File: src/rtl/onehot_req_serializer.sv
// onehot_req_serializer: sticky request capture feeding a one-hot valid/ready grant stage
//   clk         rising-edge clock
//   rst_n       synchronous active-low reset
//   req         request strobes, OR-ed into the sticky pending vector every edge
//   out_onehot  registered grant, zero or exactly one-hot, zero when out_valid=0
//   out_valid   out_onehot holds a grant
//   out_ready   downstream takes the grant on this edge when out_valid=1
//   pending     requests captured but not yet moved into the output stage
//   pending_cnt popcount of pending
//   overflow    one-cycle pulse when a request hits a line still pending
module onehot_req_serializer #(
    parameter int N  = 8,
    parameter int CW = 4
) (
    input  logic          clk,
    input  logic          rst_n,
    input  logic [N-1:0]  req,
    output logic [N-1:0]  out_onehot,
    output logic          out_valid,
    input  logic          out_ready,
    output logic [N-1:0]  pending,
    output logic [CW-1:0] pending_cnt,
    output logic          overflow
);
    logic [N-1:0]  onehot_q, onehot_d, pending_q, pending_d, sel, clr;
    logic [CW-1:0] cnt_q, cnt_d;
    logic          valid_q, valid_d, ovf_q, ovf_d, load;
    always_comb begin
        load      = !valid_q || out_ready;
        // x & -x isolates the lowest set bit, giving lowest-index priority
        sel       = pending_q & (~pending_q + N'(1));
        clr       = load ? sel : '0;
        pending_d = (pending_q & ~clr) | req;
        // a bit being loaded this edge is not a collision even if re-requested
        ovf_d     = |(req & pending_q & ~clr);
        onehot_d  = load ? sel : onehot_q;
        valid_d   = load ? |pending_q : valid_q;
        cnt_d     = '0;
        for (int i = 0; i < N; i++) cnt_d = cnt_d + CW'(pending_d[i]);
    end
    always_ff @(posedge clk) begin
        if (!rst_n) begin
            onehot_q  <= '0;
            valid_q   <= 1'b0;
            pending_q <= '0;
            cnt_q     <= '0;
            ovf_q     <= 1'b0;
        end else begin
            onehot_q  <= onehot_d;
            valid_q   <= valid_d;
            pending_q <= pending_d;
            cnt_q     <= cnt_d;
            ovf_q     <= ovf_d;
        end
    end
    assign out_onehot  = onehot_q;
    assign out_valid   = valid_q;
    assign pending     = pending_q;
    assign pending_cnt = cnt_q;
    assign overflow    = ovf_q;
endmodule

File: config.mk
export PLATFORM = sky130hd
export DESIGN_NAME = onehot_req_serializer
export DESIGN_NICKNAME = d
export VERILOG_FILES = /design/src/rtl/onehot_req_serializer.sv
export SDC_FILE = /design/constraint.sdc
export NUM_CORES = 1
export LEC_CHECK = 0
export CAP_MARGIN = 20
export CORE_MARGIN = 10
export CORE_UTILIZATION = 41
export CTS_CLUSTER_SIZE = 30
export DETAILED_ROUTE_END_ITERATION = 10
export PLACE_DENSITY = 0.72
export SYNTH_ARGS = -nofsm -noshare
export SYNTH_HDL_FRONTEND = slang
export SYNTH_SLANG_ARGS = --single-unit
File: constraint.sdc
create_clock -name clk -period 4.4 [get_ports clk]
set_input_delay 0.88 -clock clk [delete_from_list [all_inputs] [get_ports clk]]
set_output_delay 0.88 -clock clk [all_outputs]
set_load 0.01 [all_outputs]
# After elaboration in Yosys (flattened, before gate mapping)
# Cells that the tools add are included.
# W data, S select, Z words.
[classes]
n_addsub = 8
muxes = 1
bitwise = 7
n_reduce_logical = 4
[op_table]
columns = ["operator", "n"]
rows = [
  ["$and A8 B8 Y8", 4],
  ["$add A4 B1 Y4", 4],
  ["$not A8 Y8", 2],
  ["$reduce_or A8 Y1", 2],
  ["$add A8 B1 Y8 const B", 1],
  ["$mux W8", 1],
  ["$or A8 B8 Y8", 1],
  ["$add A3 B1 Y4", 1],
  ["$add A2 B1 Y3", 1],
  ["$add A1 B1 Y2", 1],
  ["$logic_not A1 Y1", 1],
  ["$logic_or A1 B1 Y1", 1],
]
[totals]
register_bits = 22
input_bits = 11
output_inout_bits = 22
elab_cells = 25

# Logic depth before layout (Yosys ltp)
# Gate-level depths: netlist (run 1).
[depth]
word_depth = 14
ltp_mapped = 15
ltp_nobuf = 15

# Worst setup path after synthesis (run 1)
# Ideal clock, no wire load.
[synth_timing]
path_type = "input-to-reg"
startpoint = "in out_ready"
endpoint = "reg cnt_q[2] (netlist: pending_cnt[2])"
t_arrival_ns = 3.917
path_slack_ns = 0.356
cell_stages = 14
n_path_buf = 1
path_cell_list = "nor2b_1 -> clkbuf_1 -> a21oi_1 -> fa_1 -> inv_1 -> fa_1 -> inv_1 -> fa_1 -> inv_1 -> ha_1 -> inv_1 -> fa_1 -> xor2_1 -> nor2_1"
[synth_via]
elab_chain_len = 12
[synth_rtl]
columns = ["element", "line", "source"]
rows = [
  ["start: declaration", "20", "input logic out_ready,"],
  ["$logic_or A1 B1 Y1 *", "29", "load = !valid_q || out_ready;"],
  ["$mux W8 *", "32", "clr = load ? sel : '0;"],
  ["$not A8 Y8 *", "33", "pending_d = (pending_q & ~clr) | req;"],
  ["$and A8 B8 Y8 *", "33", ""],
  ["$or A8 B8 Y8 *", "33", ""],
  ["$add A1 B1 Y2", "39", "for (int i = 0; i < N; i++) cnt_d = cnt_d + CW'(pending_d[i]);"],
  ["$add A2 B1 Y3", "39", ""],
  ["$add A3 B1 Y4", "39", ""],
  ["$add A4 B1 Y4 (3 in series)", "39", ""],
  ["$add A4 B1 Y4 *", "39", ""],
  ["end signal: assignment", "52", "cnt_q <= cnt_d;"],
  ["end: declaration", "26", "logic [CW-1:0] cnt_q, cnt_d;"],
]
# Mark *: on every way between the ends. The rest lies on a longest branch, timed or not.
# A chain may end at the register's enable or synchronous reset.

# Worst setup path after layout (run 1)
# Same ends and word-level chain as after synthesis.

==> results of run 1 <==
==> metal layers <==
| layer | GRT usage (%) | routed length (µm) | vias to the layer above |
|---|---|---|---|
| li1 | - | - | 456 |
| met1 | 11.1 | 982 | 400 |
| met2 | 16.3 | 1180 | 24 |
| met3 | 3.77 | 184 | 2 |
| met4 | 3.01 | 2 | 0 |
| met5 | 0 | 0 | - |
==> power by group through the flow <==
stage | clock network, mW | logic (mW) | registers (mW)
floorplan | 0 | 0.0843 | 0.247
global placement | 0 | 0.160 | 0.240
detailed placement | 0 | 0.163 | 0.241
CTS | 0.114 | 0.164 | 0.236
global route | 0.125 | 0.182 | 0.240
finish | 0.108 | 0.159 | 0.236
==> flip-flops by register name, summed over array words and instances, names as in the netlist <==
name and cells:
pending_cnt 4, overflow 1, out_valid 1, pending 8, out_onehot 8
==> per-stage QoR <==
stage	utilization [%]	hold WS (ns)
after global routing	57.8	0.517
after detailed placement	56.4	0.452
final	57.8	0.463
after global placement	56.4	0.439
after CTS	57.8	0.468
after floorplan	-	0.476
==> placed cells by master, fill, tap and decap left out, drive strengths merged, types with 5 or more instances in the layout <==
cell           instances
a21oi                 11
a22oi                  5
clkdlybuf4s50         32
dfxtp                 22
inv                    8
nand2                  5
nor2                  22
==> kinds of logic after synthesis <==
family                   count (synthesis)
flip-flops                              22
XOR/XNOR                                 1
buffers and inverters                   14
adder cells (fa/ha/maj)                  7
AND/OR/NAND/NOR                         48
AO/OA/AOI/OAI                           25
==> worst register-to-register path, stage by stage, from the launching register on <==
cell and delay (ns):
dfxtp_1 0.36, nor2b_1 0.31, nor3_1 0.10, nand2b_1 0.08, a21oi_1 0.10, fa_1 0.53
inv_1 0.05, fa_1 0.49, inv_1 0.05, fa_1 0.44, inv_1 0.07, ha_1 0.16
inv_1 0.05, fa_1 0.37, xor2_1 0.14, nor2_1 0.05
==> Yosys cell counts, drive strengths merged, types with 2 or more instances <==
library cell	instances
a22oi	5
o21ai	2
nand2	5
ha	3
or3	2
buf	3
fa	4
clkbuf	2
a21o	3
nor2	22
nor3	4
and2	4
inv	8
nand3	4
dfxtp	22
a21oi	11
==> worst paths after layout <==
path	start	slack, ns	endpoint
setup / recovery	out_ready	0.31	pending_cnt[2]
hold / removal	out_onehot[0]	0.46	out_onehot[0]
setup reg to reg	out_valid	0.92	pending_cnt[2]
hold reg to reg	out_onehot[0]	0.46	out_onehot[0]
==> layout make-up <==
class	instances	share of cell area, %
multi-input cells	81	38.3
flip-flops and latches	22	30.7
well taps	30	2.62
repair buffers	34	23.4
inverters	9	2.36
clock buffers	4	2.53
==> results.md, run 1 <==
* Status: completed
* Delay-heaviest family, CP: adder cells
* Fraction of the mapped netlist area in simple logic gates at 23.9%
* Clock input transition at the sequential cells of the worst setup and hold paths at 0.12 ns
* Share of the yosys chip area belonging to registers at 41.7%
* Global route total overflow at 0
* Slowest Stage Delay on Critical Path at 0.53 ns
* Synth area leader: dfxtp_1
* Largest net degree at the start of global routing at 18
* Die Area at 5010 µm²
* Weighted congestion reported at the end of routability-driven placement at 0.789
* TritonRoute pass-1 iters at 4
* Cell area power density at 351 nW/µm²
* Standard cell area after detailed placement at 1400 µm²
* Final Critical Period at 4.09 ns
* Area fraction in compound gates after synthesis at 16.1%
* Post-CTS sizing at 0
* Area overhead of the layout relative to synthesis at 35.5%
* Vias at 882
* Predominant post-synthesis flop cell: dfxtp_1
* Clock network power share at 21.4%
* Vias per Instance at 4.90
* Number of nets with antenna violations after detailed routing at 0
* Crit path arrival time at 4.28 ns
* Required time of the critical path at 4.59 ns
* Highest achievable clock rate at 0.245 GHz
* Worst path bufs/invs at 5
* Slew at the pin with the worst max-slew slack at 0.492 ns
* Starting density of the core at 42.7%
* Final design area excluding fillers at 1430 µm²
* Placed cell count at 176
* Largest cells by area after synthesis: dfxtp_1 42%, fa_1 7.6%, nor2_1 7.1%
* Antenna violations before repair at 0
* Total GRT Usage at 9.75%
* Number of cells traversed by the worst hold path at 2
* Path type of the worst setup path: input pin to register
* Avg WL per Cell at 13.0 µm
* Port bufs at 32
* Die extent in x at 70.8 µm
* Setup Slack @ Placement at -0.0301 ns
* Number of DRC violations after detailed-routing iteration 0 at 31
* Syn Nets at 135
* Wire length of the first global-routing pass at 4.18 mm
* Number of stages on the worst setup path at 16
* Number of hold violations in the final report at 0
* Number of enable flip-flop cells after synthesis at 0
* Clk sinks at 22
* Total clock buffers created by CTS at 3
* Hold-fix buffers at CTS at 0
* Gate Count Post-Synth at 117
* Adder-cell area share of the yosys netlist at 11.1%
* Number of unique standard cell types used by synthesis at 36
* Max-Slew Margin vs Limit at 67.0%
* Internal Dissipation at 356 µW
* Setup crit end kind: register
* Finished Layout Cells at 180
* Post-Syn Area per Cell at 9.04 µm²
* Share of the cycle needed by the critical path after routing at 92.9%
* Leakage power total at 0.573 nW
* Worst skew pair latency at 0.30 ns
* # Max-Cap Violations at 0
* Maximum fanout along the worst path at 5
* Total number of H-tree levels at 1
* TritonCTS clock tree: done
* Worst path slowest cell: fa_1
* Number of slew-limit violations in the final report at 0
* Relative contribution of combinational cells to total power at 31.7%
* Total of warnings raised by yosys at 0
* Min-delay worst type: register to register
* Chain of cells forming the critical path: clkdlybuf4s50_1, nor2b_1, nor3_1, nand2b_1, a21oi_1, fa_1, inv_1, fa_1, inv_1, fa_1, inv_1, ha_1, inv_1, fa_1, xor2_1, nor2_1
* Fraction of registers with async set/reset at 0%
* Sum of net half-perimeters after detailed placement at 1.92 mm
* Multiplexer share of the synthesized area at 0%
* Buffers inserted during post-CTS setup optimization at 0
* Multi-input gate area in the final layout at 549 µm²
* Synthesis-stage register bit count at 22
* Number of remaining DRC errors at 0
* Depth of the most critical reg-to-reg path at 15
* Area fraction of the dominant cell type after synthesis at 41.7%
* Sequential fraction of design power at 46.9%
* Ratio of cells with drive above 1 in the final layout at 10.0%
* Synth Cell Area at 1060 µm²
* RSZ-0062 raised after global routing: false
* Switching part of the total power at 29.2%
* Nets at 169
* Count of endpoints failing setup in the final report at 0
* Number of ports placed on the die boundary at 33
* Main combinational cell family by area after synthesis: simple AND/OR/NAND/NOR gates
* Final wirelength at 2.35 mm
* Maximum buffer depth of the clock tree at 2
* Post-route worst setup slack at 0.313 ns
* Element type at the critical path start: input pin
* N_diodes at 0
* Peak ir drop on the vdd network at 0.268 mV
* Total power draw at 503 µW
* Total core area at 2480 µm²
* Sequential standard cell area at 440 µm²
* Die boundary height at 70.8 µm
* Total of fill cells in the finished design at 243
* Library cell used as clock root buffer: clkbuf_4
* Via count of the first global-routing pass at 922
* NetSw at 147 µW
* Share of the synthesized netlist area taken by xor and xnor gates at 0.828%
* Number of rows in the core area at 18
* Total negative slack for setup checks at 0 ns
* Worst clock skew on the final layout at 0.00264 ns
No activity file was read; power rests on OpenSTA's default activity.
==> inputs of run 2 (changes only) <==
- clock period: 4.4 -> 5.2 ns (I/O delays scaled with it)
==> run 2 against run 1 <==
  * Worst hold slack improved by 0.0021 ns
  * Power decreased by 15%
  * Cell count decreased by 0.56%
  * Sequential cell count unchanged
  * Via count increased by 3.4%
  * First-iteration DRC count increased to 2.8 times the previous value
  * Register-to-register slack improved by 0.60 ns
  * Wire length increased by 2.7%
  * Final area decreased by 0.52%
  * Worst setup slack improved by 0.43 ns
  * Clock power decreased by 13%
  * Sequential share of layout area increased by 0.16 points
  * Critical path type unchanged
==> results.md, run 2 (synthesis gave the netlist of run 1 again) <==
* Status: completed
* Number of slew-limit violations in the final report at 0 (unchanged)
* Avg WL per Cell at 13.5 µm (+3.3%)
* Element type at the critical path start: input pin
* Final wirelength at 2.41 mm (+2.7%)
* Most common cell after layout, fill and taps aside: clkdlybuf4s50_1
* Leakage power total at 0.568 nW (-0.86%)
* Total power draw at 428 µW (-15%)
* Final Critical Period at 4.46 ns
* Post-CTS sizing at 0 (unchanged)
* Via count of the first global-routing pass at 955 (+3.6%)
* Share of the cycle needed by the critical path after routing at 85.7%
* # Max-Cap Violations at 0 (unchanged)
* TritonCTS clock tree: done
* Largest net degree at the start of global routing at 18 (unchanged)
* Number of DRC violations after detailed-routing iteration 0 at 88 (+180%)
* Number of rows in the core area at 18 (unchanged)
* Number of nets with antenna violations after detailed routing at 0 (unchanged)
* Total core area at 2480 µm² (unchanged)
* N_diodes at 0 (unchanged)
* Min-delay worst type: register to register
* Weighted congestion reported at the end of routability-driven placement at 0.769 (-2.6%)
* Clock input transition at the sequential cells of the worst setup and hold paths at 0.12 ns (about the same)
* Antenna violations before repair at 0 (unchanged)
* Total GRT Usage at 10.2% (+0.43 points)
* Max-Slew Margin vs Limit at 68.8% (+1.8 points)
* Starting density of the core at 42.7% (unchanged)
* Clk sinks at 22 (unchanged)
* Total clock buffers created by CTS at 3 (unchanged)
* Die extent in x at 70.8 µm (unchanged)
* Maximum buffer depth of the clock tree at 2 (unchanged)
* Nets at 168 (-0.59%)
* Wire length of the first global-routing pass at 4.37 mm (+4.4%)
* Sum of net half-perimeters after detailed placement at 1.91 mm (-0.75%)
* Path type of the worst setup path: input pin to register
* Crit path arrival time at 4.65 ns (+0.37 ns)
* Die boundary height at 70.8 µm (unchanged)
* Port bufs at 32 (unchanged)
* Post-layout utilization of the core at 57.5% (-0.30 points)
* Maximum fanout along the worst path at 4 (-1)
* Highest achievable clock rate at 0.224 GHz
* Commonest non-fill, non-tap cells in the layout: 32 x clkdlybuf4s50_1, 22 x dfxtp_1, 20 x nor2_1
* Global route total overflow at 0 (unchanged)
* Total negative slack for setup checks at 0 ns (unchanged)
* Vias at 912 (+3.4%)
* Die Area at 5010 µm² (unchanged)
* Setup crit end kind: register
* Total of fill cells in the finished design at 256 (+5.3%)
* Ratio of cells with drive above 1 in the final layout at 9.40% (-0.60 points)
* Worst skew pair latency at 0.30 ns (about the same)
* Number of remaining DRC errors at 0 (unchanged)
* Vias per Instance at 5.09 (+4.0%)
* Library cell used as clock root buffer: clkbuf_4
* Number of hold violations in the final report at 0 (unchanged)
* Setup Slack @ Placement at 0.366 ns (+0.397 ns)
* Peak ir drop on the vdd network at 0.172 mV (-36%)
* TritonRoute pass-1 iters at 4 (unchanged)
* Area overhead of the layout relative to synthesis at 34.8%
* Number of ports placed on the die boundary at 33 (unchanged)
* Hold-fix buffers at CTS at 0 (unchanged)
* RSZ-0062 raised after global routing: false
* Post-route worst setup slack at 0.745 ns (+0.432 ns)
* Total number of H-tree levels at 1 (unchanged)
* Count of endpoints failing setup in the final report at 0 (unchanged)
* Buffers inserted during post-CTS setup optimization at 0 (unchanged)
* Cell area power density at 301 nW/µm² (-14%)
* Slew at the pin with the worst max-slew slack at 0.465 ns (-0.0276 ns)
* Required time of the critical path at 5.40 ns (+0.81 ns)
* Worst clock skew on the final layout at 0.00261 ns (-0.0000319 ns)
run 2: cell count changes in the layout (fill, tap and decap cells not counted), sizes merged:
cell,previous run,this run
buf,2,1
run 2: layout make-up:
cell class / instances / area (µm²) / area share, %
Multi-Input combinational cell: 81 / 549 / 38.5
Sequential cell: 22 / 440 / 30.9
Timing Repair Buffer: 33 / 328 / 23.0
Tap cell: 30 / 37.5 / 2.63
Clock buffer: 4 / 36.3 / 2.55
Inverter: 9 / 33.8 / 2.37
run 2: where the power goes:
group / internal, mW / switching [mW]
sequential: 0.187 / 0.0133
clock: 0.0427 / 0.0509
combinational: 0.0717 / 0.0632
total: 0.301 / 0.127
run 2: final timing paths:
| kind | from | to | slack, ns | cells past startpoint |
|---|---|---|---|---|
| min reg2reg | out_onehot[0] | out_onehot[0] | 0.47 | 2 |
| min | out_onehot[0] | out_onehot[0] | 0.47 | 2 |
| max reg2reg | pending[0] | pending_cnt[2] | 1.52 | 14 |
| max | out_ready | pending_cnt[2] | 0.74 | 16 |
run 2: per-layer routing:
layer	routed length, µm	share of wire, %	track usage [%]
met4	9	0.37	3.23
met3	184	7.6	3.91
met5	0	0	0
met1	1030	43	11.4
met2	1190	49	17.3
run 2: per-stage QoR:
step,area [µm²],hold slack [ns],std cells
after floorplan,1060,0.476,117
after global placement,1390,0.441,175
after detailed placement,1390,0.452,175
after CTS,1430,0.468,179
after global routing,1430,0.511,179
final,1430,0.465,179
run 2: worst max-delay path, cell delays in order:
cell,delay (ns)
clkdlybuf4s50_1,0.48
nor2b_1,0.06
nor3_1,0.36
nand2b_1,0.10
a21oi_1,0.26
fa_1,0.47
inv_1,0.10
fa_1,0.41
inv_1,0.08
fa_1,0.42
inv_1,0.07
ha_1,0.16
inv_1,0.05
fa_1,0.37
xor2_1,0.16
nor2_1,0.05
